File: config.mk
export PLATFORM = sky130hd
export DESIGN_NAME = morse_encoder
export DESIGN_NICKNAME = d
export VERILOG_FILES = /design/src/rtl/morse_encoder_pkg.sv /design/src/rtl/morse_lut.sv /design/src/rtl/morse_encoder.sv
export SDC_FILE = /design/constraint.sdc
export NUM_CORES = 1
export LEC_CHECK = 0
export ABC_AREA = 1
export BUFFER_PORTS_ARGS = -buffer_cell sky130_fd_sc_hd__buf_2
export CAP_MARGIN = 5
export CORE_ASPECT_RATIO = 0.7
export CORE_UTILIZATION = 45
export CTS_BUF_LIST = sky130_fd_sc_hd__clkbuf_8
export DETAILED_ROUTE_END_ITERATION = 10
export PLACE_DENSITY = 0.65
export SETUP_SLACK_MARGIN = 0.05
export SYNTH_ARGS = -nofsm -noshare
export SYNTH_HDL_FRONTEND = slang
export SYNTH_SLANG_ARGS = --single-unit
File: constraint.sdc
create_clock -name clk -period 1.7 [get_ports clk]
set_input_delay 0.085 -clock clk [delete_from_list [all_inputs] [get_ports clk]]
set_output_delay 0.085 -clock clk [all_outputs]
set_load 0.02 [all_outputs]
File: src/rtl/morse_encoder_pkg.sv
// Shared types and constants for the Morse encoder path: FSM states,
// LUT code payload, ASCII landmarks and unit counts per keying segment.
package morse_encoder_pkg;

  localparam int unsigned LEN_W = 3;
  localparam int unsigned PAT_W = 5;

  typedef enum logic [2:0] {
    S_IDLE,
    S_POP,
    S_LOAD,
    S_ON,
    S_GAP,
    S_CHAR,
    S_WORD
  } state_e;

  // pat is left-aligned: pat[4] is the first element, 1 = dash
  typedef struct packed {
    logic             valid;
    logic [LEN_W-1:0] len;
    logic [PAT_W-1:0] pat;
  } morse_code_t;

  localparam logic [7:0] ASCII_SPACE = 8'h20;
  localparam logic [7:0] ASCII_UA    = 8'h41;
  localparam logic [7:0] ASCII_LA    = 8'h61;
  localparam logic [7:0] ASCII_LZ    = 8'h7A;

  localparam logic [2:0] UNITS_DOT  = 3'd1;
  localparam logic [2:0] UNITS_DASH = 3'd3;
  localparam logic [2:0] UNITS_EGAP = 3'd1;
  localparam logic [2:0] UNITS_CGAP = 3'd3;
  localparam logic [2:0] UNITS_WGAP = 3'd4;

  function automatic logic [2:0] elem_units(input logic dash);
    return dash ? UNITS_DASH : UNITS_DOT;
  endfunction

endpackage

File: src/rtl/morse_lut.sv
// Combinational ASCII -> Morse code lookup (ITU letters and digits),
// with lower-case folded onto upper-case.
module morse_lut
  import morse_encoder_pkg::*;
(
  input  logic [6:0]  ascii,
  output morse_code_t code_c
);

  logic [6:0] ch;

  always_comb begin
    ch = ascii;
    if (ascii >= ASCII_LA[6:0] && ascii <= ASCII_LZ[6:0]) begin
      ch = ascii - 7'(ASCII_LA - ASCII_UA);
    end
    code_c = '0;
    case (ch)
      7'h41: code_c = {1'b1, 3'd2, 5'b01000}; // A
      7'h42: code_c = {1'b1, 3'd4, 5'b10000};
      7'h43: code_c = {1'b1, 3'd4, 5'b10100};
      7'h44: code_c = {1'b1, 3'd3, 5'b10000};
      7'h45: code_c = {1'b1, 3'd1, 5'b00000};
      7'h46: code_c = {1'b1, 3'd4, 5'b00100};
      7'h47: code_c = {1'b1, 3'd3, 5'b11000};
      7'h48: code_c = {1'b1, 3'd4, 5'b00000};
      7'h49: code_c = {1'b1, 3'd2, 5'b00000};
      7'h4A: code_c = {1'b1, 3'd4, 5'b01110};
      7'h4B: code_c = {1'b1, 3'd3, 5'b10100};
      7'h4C: code_c = {1'b1, 3'd4, 5'b01000};
      7'h4D: code_c = {1'b1, 3'd2, 5'b11000};
      7'h4E: code_c = {1'b1, 3'd2, 5'b10000};
      7'h4F: code_c = {1'b1, 3'd3, 5'b11100};
      7'h50: code_c = {1'b1, 3'd4, 5'b01100};
      7'h51: code_c = {1'b1, 3'd4, 5'b11010};
      7'h52: code_c = {1'b1, 3'd3, 5'b01000};
      7'h53: code_c = {1'b1, 3'd3, 5'b00000};
      7'h54: code_c = {1'b1, 3'd1, 5'b10000};
      7'h55: code_c = {1'b1, 3'd3, 5'b00100};
      7'h56: code_c = {1'b1, 3'd4, 5'b00010};
      7'h57: code_c = {1'b1, 3'd3, 5'b01100};
      7'h58: code_c = {1'b1, 3'd4, 5'b10010};
      7'h59: code_c = {1'b1, 3'd4, 5'b10110};
      7'h5A: code_c = {1'b1, 3'd4, 5'b11000};
      7'h30: code_c = {1'b1, 3'd5, 5'b11111}; // 0
      7'h31: code_c = {1'b1, 3'd5, 5'b01111};
      7'h32: code_c = {1'b1, 3'd5, 5'b00111};
      7'h33: code_c = {1'b1, 3'd5, 5'b00011};
      7'h34: code_c = {1'b1, 3'd5, 5'b00001};
      7'h35: code_c = {1'b1, 3'd5, 5'b00000};
      7'h36: code_c = {1'b1, 3'd5, 5'b10000};
      7'h37: code_c = {1'b1, 3'd5, 5'b11000};
      7'h38: code_c = {1'b1, 3'd5, 5'b11100};
      7'h39: code_c = {1'b1, 3'd5, 5'b11110};
      default: code_c = '0;
    endcase
  end

endmodule

File: src/rtl/morse_encoder.sv
// Pops ASCII characters from the FIFO and keys them out as Morse with
// unit timing; every output is a flop loaded from the next-state decode.
module morse_encoder
  import morse_encoder_pkg::*;
#(
  parameter int unsigned UNIT_CYCLES = 4,
  parameter int unsigned DATA_WIDTH  = 8
) (
  input  logic                  clk,
  input  logic                  rst,
  input  logic                  enable,
  input  logic                  fifo_empty,
  output logic                  fifo_pop,
  input  logic [DATA_WIDTH-1:0] fifo_data,
  output logic                  key_out,
  output logic                  busy,
  output logic                  char_done,
  output logic                  bad_char
);

  localparam int unsigned CNT_W = (UNIT_CYCLES > 1) ? $clog2(UNIT_CYCLES) : 1;
  localparam logic [CNT_W-1:0] CNT_LAST = CNT_W'(UNIT_CYCLES - 1);
  localparam logic [CNT_W-1:0] CNT_PRE  = CNT_W'(UNIT_CYCLES - 2);

  state_e           state_q, state_d;
  logic [CNT_W-1:0] unit_cnt_q, unit_cnt_d;
  logic [2:0]       units_q, units_d;
  logic [PAT_W-1:0] sreg_q, sreg_d;
  logic [LEN_W-1:0] elems_q, elems_d;
  logic             key_q, key_d;
  logic             pop_q, pop_d;
  logic             busy_q, busy_d;
  logic             done_q, done_d;
  logic             bad_q, bad_d;

  morse_code_t lut_code;
  logic        is_space, is_valid, unit_end, seg_end;

  morse_lut u_lut (
    .ascii  (fifo_data[6:0]),
    .code_c (lut_code)
  );

  assign is_space = (fifo_data == DATA_WIDTH'(ASCII_SPACE));
  assign is_valid = lut_code.valid && !(|fifo_data[DATA_WIDTH-1:7]);
  assign unit_end = (unit_cnt_q == CNT_LAST);
  assign seg_end  = unit_end && (units_q == 3'd1);

  // Next-state, counter and output decode
  always_comb begin
    state_d    = state_q;
    unit_cnt_d = unit_cnt_q;
    units_d    = units_q;
    sreg_d     = sreg_q;
    elems_d    = elems_q;
    bad_d      = 1'b0;
    done_d     = 1'b0;

    case (state_q)
      S_IDLE: if (enable && !fifo_empty) state_d = S_POP;
      S_POP:  state_d = S_LOAD;
      S_LOAD: begin
        unit_cnt_d = '0;
        if (is_valid) begin
          state_d = S_ON;
          sreg_d  = lut_code.pat;
          elems_d = lut_code.len;
          units_d = elem_units(lut_code.pat[PAT_W-1]);
        end else if (is_space) begin
          state_d = S_WORD;
          units_d = UNITS_WGAP;
        end else begin
          state_d = S_IDLE;
          bad_d   = 1'b1;
        end
      end
      S_ON, S_GAP, S_CHAR, S_WORD: begin
        unit_cnt_d = unit_end ? '0 : unit_cnt_q + CNT_W'(1);
        if (unit_end) units_d = units_q - 3'd1;
        // pulse lands on the last cycle of the trailing gap
        if ((state_q == S_CHAR || state_q == S_WORD) &&
            units_q == 3'd1 && unit_cnt_q == CNT_PRE) begin
          done_d = 1'b1;
        end
        if (seg_end) begin
          if (state_q == S_ON) begin
            if (elems_q == LEN_W'(1)) begin
              state_d = S_CHAR;
              units_d = UNITS_CGAP;
            end else begin
              state_d = S_GAP;
              units_d = UNITS_EGAP;
              sreg_d  = sreg_q << 1;
              elems_d = elems_q - LEN_W'(1);
            end
          end else if (state_q == S_GAP) begin
            state_d = S_ON;
            units_d = elem_units(sreg_q[PAT_W-1]);
          end else begin
            state_d = S_IDLE;
          end
        end
      end
      default: state_d = S_IDLE;
    endcase

    key_d  = (state_d == S_ON);
    pop_d  = (state_d == S_POP);
    busy_d = (state_d != S_IDLE);
  end

  always_ff @(posedge clk or posedge rst) begin
    if (rst) begin
      state_q    <= S_IDLE;
      unit_cnt_q <= '0;
      units_q    <= '0;
      sreg_q     <= '0;
      elems_q    <= '0;
      key_q      <= 1'b0;
      pop_q      <= 1'b0;
      busy_q     <= 1'b0;
      done_q     <= 1'b0;
      bad_q      <= 1'b0;
    end else begin
      state_q    <= state_d;
      unit_cnt_q <= unit_cnt_d;
      units_q    <= units_d;
      sreg_q     <= sreg_d;
      elems_q    <= elems_d;
      key_q      <= key_d;
      pop_q      <= pop_d;
      busy_q     <= busy_d;
      done_q     <= done_d;
      bad_q      <= bad_d;
    end
  end

  assign key_out   = key_q;
  assign fifo_pop  = pop_q;
  assign busy      = busy_q;
  assign char_done = done_q;
  assign bad_char  = bad_q;

endmodule

==> results_dict.tcl, run 1 <==
set metrics [dict create \
    multi_input_area_mm2 0.00131 \
    portBuffers 16 \
    synthCells 297 \
    grt_max_degree 22 \
    gp_congestion 0.889 \
    end_kind "flop" \
    placedCellCount 396 \
    core_mm2 0.00404 \
    synth-compound-area-share_pct 11.4 \
    tightest_slew_ps 302 \
    die_height_um 57.1 \
    finalInstanceArea_mm2 0.00252 \
    fin_crit_sh_pct 98.1 \
    drtIter0Drc 160 \
    slew_headroom_pct 79.7 \
    ys_ff_latch 21 \
    ant_nets 0 \
    post_drt_via_cell_ratio 5.32 \
    clk_pin_slew_worst_paths_ps 80 \
    htreeDepth 1 \
    fmax_ghz 0.600 \
    synthAdderAreaFrac_pct 8.33 \
    worstSkewPairLatency_ps 260 \
    cts_made_buffers 3 \
    ff_latch_area_um2 526 \
    wl_per_cell_um 13.3 \
    hp-class "input pin to flop" \
    post-synth-top-count-cell "nand2_1" \
    fin_worst_skew_ps 5.72 \
    synthTopCellsByCount "nand2_1 (79), nand3_1 (41), inv_1 (38)" \
    status "finished, final reports clean" \
    worstSetupPathType "flop to flop" \
    fp.dieW_um 80.7 \
    final_util_pct 62.5 \
    synth_area_mm2 0.00195 \
    finalHoldViolations 0 \
    clockBufferDepth 2 \
    cp_data_arrival_time_ps 1870 \
    synth_top_area_share_pct 26.9 \
    syn_nets 322 \
    power.density_mw_per_mm2 874 \
    cts_tree "built" \
    grt_overflow 0 \
    cp_max_fo 4 \
    drive_above_1_share_pct 28.9 \
    p_leak_uw 0.00137 \
    drv_slew 0 \
    cts.sinks 21 \
    fp-row-count 19 \
    grt_usage_pct 25.7 \
    ir_drop_v 0.000526 \
    synth.distinct_cells 34 \
    final-setup-viol-count 0 \
    synth.mux.area_fraction_pct 0 \
    required_ps 1900 \
    syn_to_final_growth_pct 29.4 \
    num-fill-cells 380 \
    synth_xor_area_share_pct 1.35 \
    n_antenna_cell 0 \
    rsz0062_at_grt "yes" \
    ys_warn_count 0 \
    vias 2169 \
    synth_edf_count 0 \
    cap_violations 0 \
    yosysTopAreaCell "dfrtp_1" \
    final_nets 382 \
    routed_wl_mm 5.43 \
    placedInstanceArea_mm2 0.00234 \
    io_pins 17 \
    remaining_drc_errors 0 \
    startpoint_type "flop" \
    synth_area_leaders "dfrtp_1 (27%), nand2_1 (15%), nand3_1 (11%)" \
    start_util_pct 48.3 \
    grt_first_pass_wirelength_mm 9.07 \
    drt_pass1_iterations 5 \
    yosys.area_share.simple_pct 42.2 \
    synth_top_family_by_area "simple AND/OR/NAND/NOR gates" \
    synth_flop_cell "dfrtp_1" \
    clock-root-buffer "clkbuf_8" \
    antenna_found_initial 0 \
    min_period_ps 1670 \
    syn_area_per_cell_um2 6.57 \
    dieArea_mm2 0.00461 \
    ys_seq_area_share_pct 26.9 \
    dp_hpwl_mm 4.23 \
    grt_pass1_vias 1921 \
    async_flop_share_pct 100 \
    layout.cells.non_filler 408 \
]
-- critical path, stage by stage, from the launching register on --
cell and delay [ps]:
dfrtp_1 390, inv_2 60, ha_1 130, inv_1 40, nor2_2 130, nand2_2 100
nor4_1 330, o21ai_0 180, nand2_1 120, nand2_1 60, nand2_1 50
-- cells by family (layout without fill, tap and decap cells) --
family,after synthesis,count (layout)
fa+ha+maj,13,13
compound gates,40,40
flops,21,21
buf+inv,47,106
simple gates,173,173
xor+xnor,3,3
-- where the power goes --
group	switching [uW]	internal, uW	total, uW	leakage [uW]
combinational	652	472	1120	0.00106
sequential	97.0	661	758	0.000280
clock	163	161	324	0.0000269
-- stage by stage --
step / power, uW / setup TNS [ps] / hold slack [ps] / worst slack [ps]
global placement: 1750 / -668 / 127 / -114
finish: 2210 / 0 / 63.4 / 32.7
detailed placement: 1770 / -1250 / 139 / -176
global route: 2390 / -34.7 / 99.9 / -34.7
CTS: 2120 / 0 / 62.9 / 70.4
floorplan: 1420 / 0 / 61.5 / 51.0
-- flip-flops by register name, indices dropped and copies added, names as in the netlist --
name	cells
unit_cnt_q	2
state_q	3
sreg_q	5
elems_q	3
fifo_pop	1
busy	1
units_q	3
bad_char	1
key_out	1
char_done	1
-- path summary, 6_finish.rpt --
check | startpoint | cells past startpoint | end | slack (ps)
worst max-delay path | units_q[1] | 10 | units_q[2] | 30
worst max register to register | units_q[1] | 10 | units_q[2] | 30
worst min register to register | sreg_q[1] | 2 | sreg_q[1] | 500
worst min-delay path | enable | 3 | fifo_pop | 60
max in group asynchronous | rst | 4 | sreg_q[0] | 1080
min in group asynchronous | rst | 4 | key_out | 400
-- repair_timing --
item,CTS,global route
hold buffers,2,0
endpoints found under the setup margin,10,18
hold endpoints to repair,22,0
setup buffers,0,6
pin swaps,1,7
gates resized for setup,9,17
-- final cells by class --
type | instances | share of cell area (%)
Multi-Input combinational cell | 229 | 51.7
Clock buffer | 3 | 1.64
Inverter | 40 | 5.95
Sequential cell | 21 | 20.8
Timing Repair Buffer | 62 | 17.2
Clock inverter | 1 | 0.149
Tap cell | 52 | 2.58
-- cell usage in the layout, fill, tap and decap left out, types with 10 or more instances in the layout --
master,instances
nand2_1,73
buf_4,43
nand3_1,40
inv_1,35
dfrtp_1,21
o21ai_0,18
nor2_1,17
buf_2,16
ha_1,13
nand2_2,10
-- routing by layer --
metal  routed length [um]  global-route usage (%)
met1                 2930                    42.8
met2                 2040                    33.9
met3                  436                    5.12
met4                   29                    3.32
met5                    0                       0
(Power assumes the default switching activity.)
==> inputs of run 2 (changes only) <==
==> constraint.sdc (replaced) <==
create_clock -name clk -period 1.7 [get_ports clk]
set_input_delay 0.34 -clock clk [delete_from_list [all_inputs] [get_ports clk]]
set_output_delay 0.34 -clock clk [all_outputs]
set_load 0.02 [all_outputs]
==> run 2 against run 1 <==
  * Non-clock buffer count up 14
  * Sequential share of layout area down 2.8 points
  * Global-route usage down 0.88 points
  * Register-to-register slack better by 30 ps
  * Clock power up 4%
  * Critical path depth up 1
==> results_dict.tcl, run 2 (synthesis results as in run 1) <==
set metrics [dict create \
    hp-class "input pin to asynchronous set/reset pin" \
    wl_per_cell_um 13.6 \
    grt_usage_pct 24.8 \
    cp_data_arrival_time_ps 1850 \
    layout_common_cells "nand2_1 (68), buf_4 (56), nand3_1 (32)" \
    drt_pass1_iterations 5 \
    ant_nets 0 \
    crit_slowest_cell "dfrtp_1" \
    startpoint_type "flop" \
    core_mm2 0.00404 \
    tightest_slew_ps 365 \
    syn_to_final_growth_pct 49.2 \
    min_period_ps 1640 \
    cp_max_fo 5 \
    ir_drop_v 0.000635 \
    grt_overflow 0 \
    grt_max_degree 22 \
    rsz0062_at_grt "yes" \
    die_height_um 57.1 \
    drv_slew 0 \
    top_layer "met4" \
    finalHoldViolations 0 \
    drive_above_1_share_pct 42.6 \
    final_nets 397 \
    routed_wl_mm 5.76 \
    cts_made_buffers 3 \
    route.met2.wl_mm 2.35 \
    grt_first_pass_wirelength_mm 8.76 \
    ff_latch_area_um2 526 \
    placedCellCount 411 \
    place_ws_ps -403 \
    io_pins 17 \
    worstPathCellList "inv_2 > ha_2 > inv_2 > nor2_4 > nand2_4 > buf_6 > nor4_4 > o21ai_1 > nand2_1 > nand2_1 > nand2_1" \
    largest_register_ffs 5 \
    slew_headroom_pct 75.6 \
    p_leak_uw 0.00151 \
    grt_pass1_vias 1895 \
    crit_family "simple AND/OR/NAND/NOR gates" \
    worstSkewPairLatency_ps 270 \
    clockBufferDepth 2 \
    mostFrequentLayoutCell "nand2_1" \
    end_kind "flop" \
    fmax_ghz 0.611 \
    multi_input_area_mm2 0.00154 \
    max_stage_delay_ps 410 \
    clock-root-buffer "clkbuf_8" \
    portBuffers 16 \
    n_antenna_cell 0 \
    drtIter0Drc 198 \
    layout.cells.non_filler 423 \
    fin_ws_ps 63.3 \
    cap_violations 0 \
    cp_common_cell "nand2_1" \
    path_buf_inv 3 \
    htreeDepth 1 \
    final-setup-viol-count 0 \
    fin_worst_skew_ps 11.0 \
    fin_crit_sh_pct 96.3 \
    gp_congestion 0.924 \
    final.setup.tns_ps 0 \
    power.density_mw_per_mm2 817 \
    post_drt_via_cell_ratio 5.28 \
    status "finished, final reports clean" \
    fp-row-count 19 \
    clk_pin_slew_worst_paths_ps 90 \
    cts_tree "built" \
    cts.sinks 21 \
    start_util_pct 48.3 \
    num-fill-cells 305 \
    hold_slack_ps 84.9 \
    remaining_drc_errors 0 \
    wl_met1_mm 2.95 \
    antenna_found_initial 0 \
    dieArea_mm2 0.00461 \
    fp.dieW_um 80.7 \
    registers.top_by_ff_count "sreg_q" \
    worstSetupPathType "flop to flop" \
    vias 2235 \
    required_ps 1920 \
    wl_met3_um 408 \
    dp_hpwl_mm 4.11 \
]
[run 2: area by class of cell]
type	instances	area share (%)
inverters	40	5.97
repair buffers	76	19.5
flip-flops and latches	21	18.0
clock buffers	3	1.42
well taps	52	2.23
clock inverters	1	0.172
multi-input cells	230	52.7
[run 2: per-stage QoR]
stage          total power [uW]  utilization (%)  instance area [um^2]
3_3_place_gp               1780             61.7                  2490
2_1_floorplan              1430                -                  1990
4_1_cts                    2160             64.1                  2590
3_5_place_dp               1800             61.7                  2490
5_1_grt                    2560             72.1                  2910
6_report                   2380             72.1                  2910
[run 2: worst reg2reg max path, delay by kind of cell (launching register included)]
| kind | cells | cell delay [ps] |
|---|---|---|
| simple gates | 6 | 650 |
| flops | 1 | 410 |
| buf+inv | 3 | 260 |
| fa+ha+maj | 1 | 160 |
| compound gates | 1 | 110 |
[run 2: where the power goes]
group | switching (uW) | internal (uW) | leakage [uW] | total (uW)
clock network | 174 | 164 | 0.0000255 | 338
logic | 724 | 539 | 0.00120 | 1260
registers | 119 | 661 | 0.000280 | 779
[run 2: final timing paths]
path	to	cells past startpoint	from	slack [ps]
max in group asynchronous	sreg_q[0]	3	rst	1380
max reg2reg	units_q[2]	11	units_q[1]	60
min	key_out	3	rst	80
max	units_q[2]	11	units_q[1]	60
min reg2reg	sreg_q[2]	2	sreg_q[2]	520
min in group clk	fifo_pop	2	fifo_empty	250
[run 2: what timing repair did]
item	4_1_cts	5_1_grt
setup buffers	1	6
cloned	0	1
gates resized for setup	13	76
endpoints found under the setup margin	15	17
hold buffers	0	0
pin swaps	7	33
endpoints found under the hold margin	0	0
[run 2: per-layer routing]
layer,global-route usage (%),vias to the layer above
met4,6.89,0
met5,0,-
li1,-,1125
met2,30.5,85
met3,6.08,6
met1,41.1,1019
==> inputs of run 3 (changes only) <==
PLACE_DENSITY = not set   (was 0.65)
SLEW_MARGIN = 20   (was not set)
clock period = 1.6 ns   (was 1.7 ns; I/O delays follow)
==> run 3 against run 2 <==
  * Largest cell class unchanged
  * Highest routed layer unchanged
  * The flow now finishes with violations (negative setup slack)
  * Clock power is 6% higher
  * Combinational power rose by 28%
  * Final cell count up 2.6%
  * Non-clock buffer count grew 12
==> results_dict.tcl, run 3 (synthesis results as in run 1) <==
set metrics [dict create \
    drtIter0Drc 227 \
    min_period_ps 1650 \
    p_leak_uw 0.00158 \
    crit_family "simple AND/OR/NAND/NOR gates" \
    ir_drop_v 0.000776 \
    route.met2.wl_mm 2.88 \
    vias 2353 \
    gp_congestion 0.895 \
    placedCellCount 416 \
    antenna_found_initial 0 \
    wl_met3_um 416 \
    n_antenna_cell 0 \
    p_total_uw 2810 \
    grt_pass1_vias 2024 \
    cts.sinks 21 \
    rsz0062_at_grt "yes" \
    worstPathCellList "buf_12 > inv_16 > ha_4 > inv_4 > nor2_4 > nand3_2 > nand3_4 > nand2_4 > nand2_2 > nand2_4 > nand2_4 > nand4_4 > buf_6 > nand3_1 > nand2_1" \
    layout_common_cells "buf_4 (63), nand2_1 (57), nand3_1 (31)" \
    drt_pass1_iterations 4 \
    fin_crit_sh_pct 103 \
    fmax_ghz 0.605 \
    clk_pin_slew_worst_paths_ps 80 \
    finalHoldViolations 0 \
    status "finished with violations" \
    fp.dieW_um 80.7 \
    path_buf_inv 4 \
    worstSkewPairLatency_ps 270 \
    ant_nets 0 \
    wl_per_cell_um 15.6 \
    fin_worst_skew_ps 9.70 \
    io_pins 17 \
    grt_max_degree 22 \
    hp-class "input pin to asynchronous set/reset pin" \
    top_layer "met4" \
    cp_max_fo 5 \
    power.density_mw_per_mm2 888 \
    cts_tree "built" \
    slew_headroom_pct 72.3 \
    crit_slowest_cell "buf_6" \
    start_util_pct 48.3 \
    required_ps 1760 \
    layout.cells.non_filler 434 \
    dp_hpwl_mm 4.42 \
    finalInstanceArea_mm2 0.00316 \
    mostFrequentLayoutCell "buf_4" \
    end_kind "flop" \
    grt_overflow 0 \
    cp_common_cell "nand2_4" \
    dieArea_mm2 0.00461 \
    clock-root-buffer "clkbuf_8" \
    violations "negative setup slack" \
    portBuffers 16 \
    clockBufferDepth 2 \
    registers.top_by_ff_count "sreg_q" \
    remaining_drc_errors 0 \
    core_mm2 0.00404 \
    cp_data_arrival_time_ps 1810 \
    final_util_pct 78.1 \
    drv_slew 0 \
    worstSetupPathType "input pin to flop" \
    placedInstanceArea_mm2 0.00253 \
    die_height_um 57.1 \
    syn_to_final_growth_pct 61.8 \
    grt_usage_pct 28.8 \
    cap_violations 0 \
    grt_first_pass_wirelength_mm 10.0 \
    fp-row-count 19 \
    routed_wl_mm 6.76 \
    drive_above_1_share_pct 50.0 \
    wl_met1_mm 3.39 \
    tightest_slew_ps 412 \
    final_nets 408 \
    final-setup-viol-count 8 \
    cts_hold_buf 0 \
    fin_ws_ps -53.8 \
    post_drt_via_cell_ratio 5.42 \
    max_stage_delay_ps 180 \
    cts_made_buffers 3 \
    htreeDepth 1 \
    startpoint_type "input pin" \
    largest_register_ffs 5 \
]
-- run 3: cell count changes in the layout (fill, tap and decap cells not counted), sizes merged --
| cell | previous run | this run |
|---|---|---|
| buf | 76 | 87 |
| clkbuf | 3 | 4 |
| clkinv | 1 | 0 |
| inv | 40 | 41 |
| nand2 | 90 | 89 |
-- run 3: stage by stage --
| step | worst slack (ps) | setup TNS, ps | hold WS, ps |
|---|---|---|---|
| 2_1_floorplan | -112 | -1090 | 297 |
| 3_3_place_gp | -433 | -5780 | 362 |
| 3_5_place_dp | -499 | -6540 | 369 |
| 4_1_cts | 40.6 | 0 | 84.4 |
| 5_1_grt | -122 | -1280 | 104 |
| 6_report | -53.8 | -281 | 66.0 |
-- run 3: final cells by class --
| class | instances | area (um^2) |
|---|---|---|
| clock buffers | 3 | 41.3 |
| clock inverters | 1 | 3.75 |
| fillers | 264 | 883 |
| inverters | 40 | 181 |
| multi-input cells | 229 | 1670 |
| flip-flops and latches | 21 | 527 |
| well taps | 52 | 65.1 |
| repair buffers | 88 | 672 |
-- run 3: per-layer routing --
| metal | GRT usage, % | vias to the layer above |
|---|---|---|
| met5 | 0 | - |
| li1 | - | 1154 |
| met3 | 5.76 | 8 |
| met4 | 6.12 | 0 |
| met2 | 39.0 | 82 |
| met1 | 46.2 | 1109 |
-- run 3: worst reg2reg max path, cell delays in order, from the launching register on --
cell,delay [ps]
dfrtp_1,390
buf_4,150
ha_4,120
inv_2,50
nor2_4,120
nand2_4,100
nor2_4,120
o21ai_0,120
a21oi_2,220
nand4_1,130
-- run 3: final timing paths --
check	cells after the start	slack, ps	to	startpoint
min reg2reg	2	510	sreg_q[2]	sreg_q[2]
max	15	-50	sreg_q[3]	fifo_data[1]
max in group asynchronous	3	1290	state_q[2]	rst
min	3	70	state_q[1]	rst
min in group clk	2	220	fifo_pop	fifo_empty
max reg2reg	9	-40	busy	units_q[0]
-- run 3: report_power, final --
group	leakage [uW]	switching, uW	internal [uW]
logic	0.00128	916	698
registers	0.000278	132	702
clock network	0.0000269	186	172
-- run 3: timing repair --
action                                  in CTS  in global routing
cloned                                       1                  0
pin swaps                                   27                 36
gates resized for setup                     59                 75
buffers inserted                             4                 10
endpoints found under the setup margin      16                 18
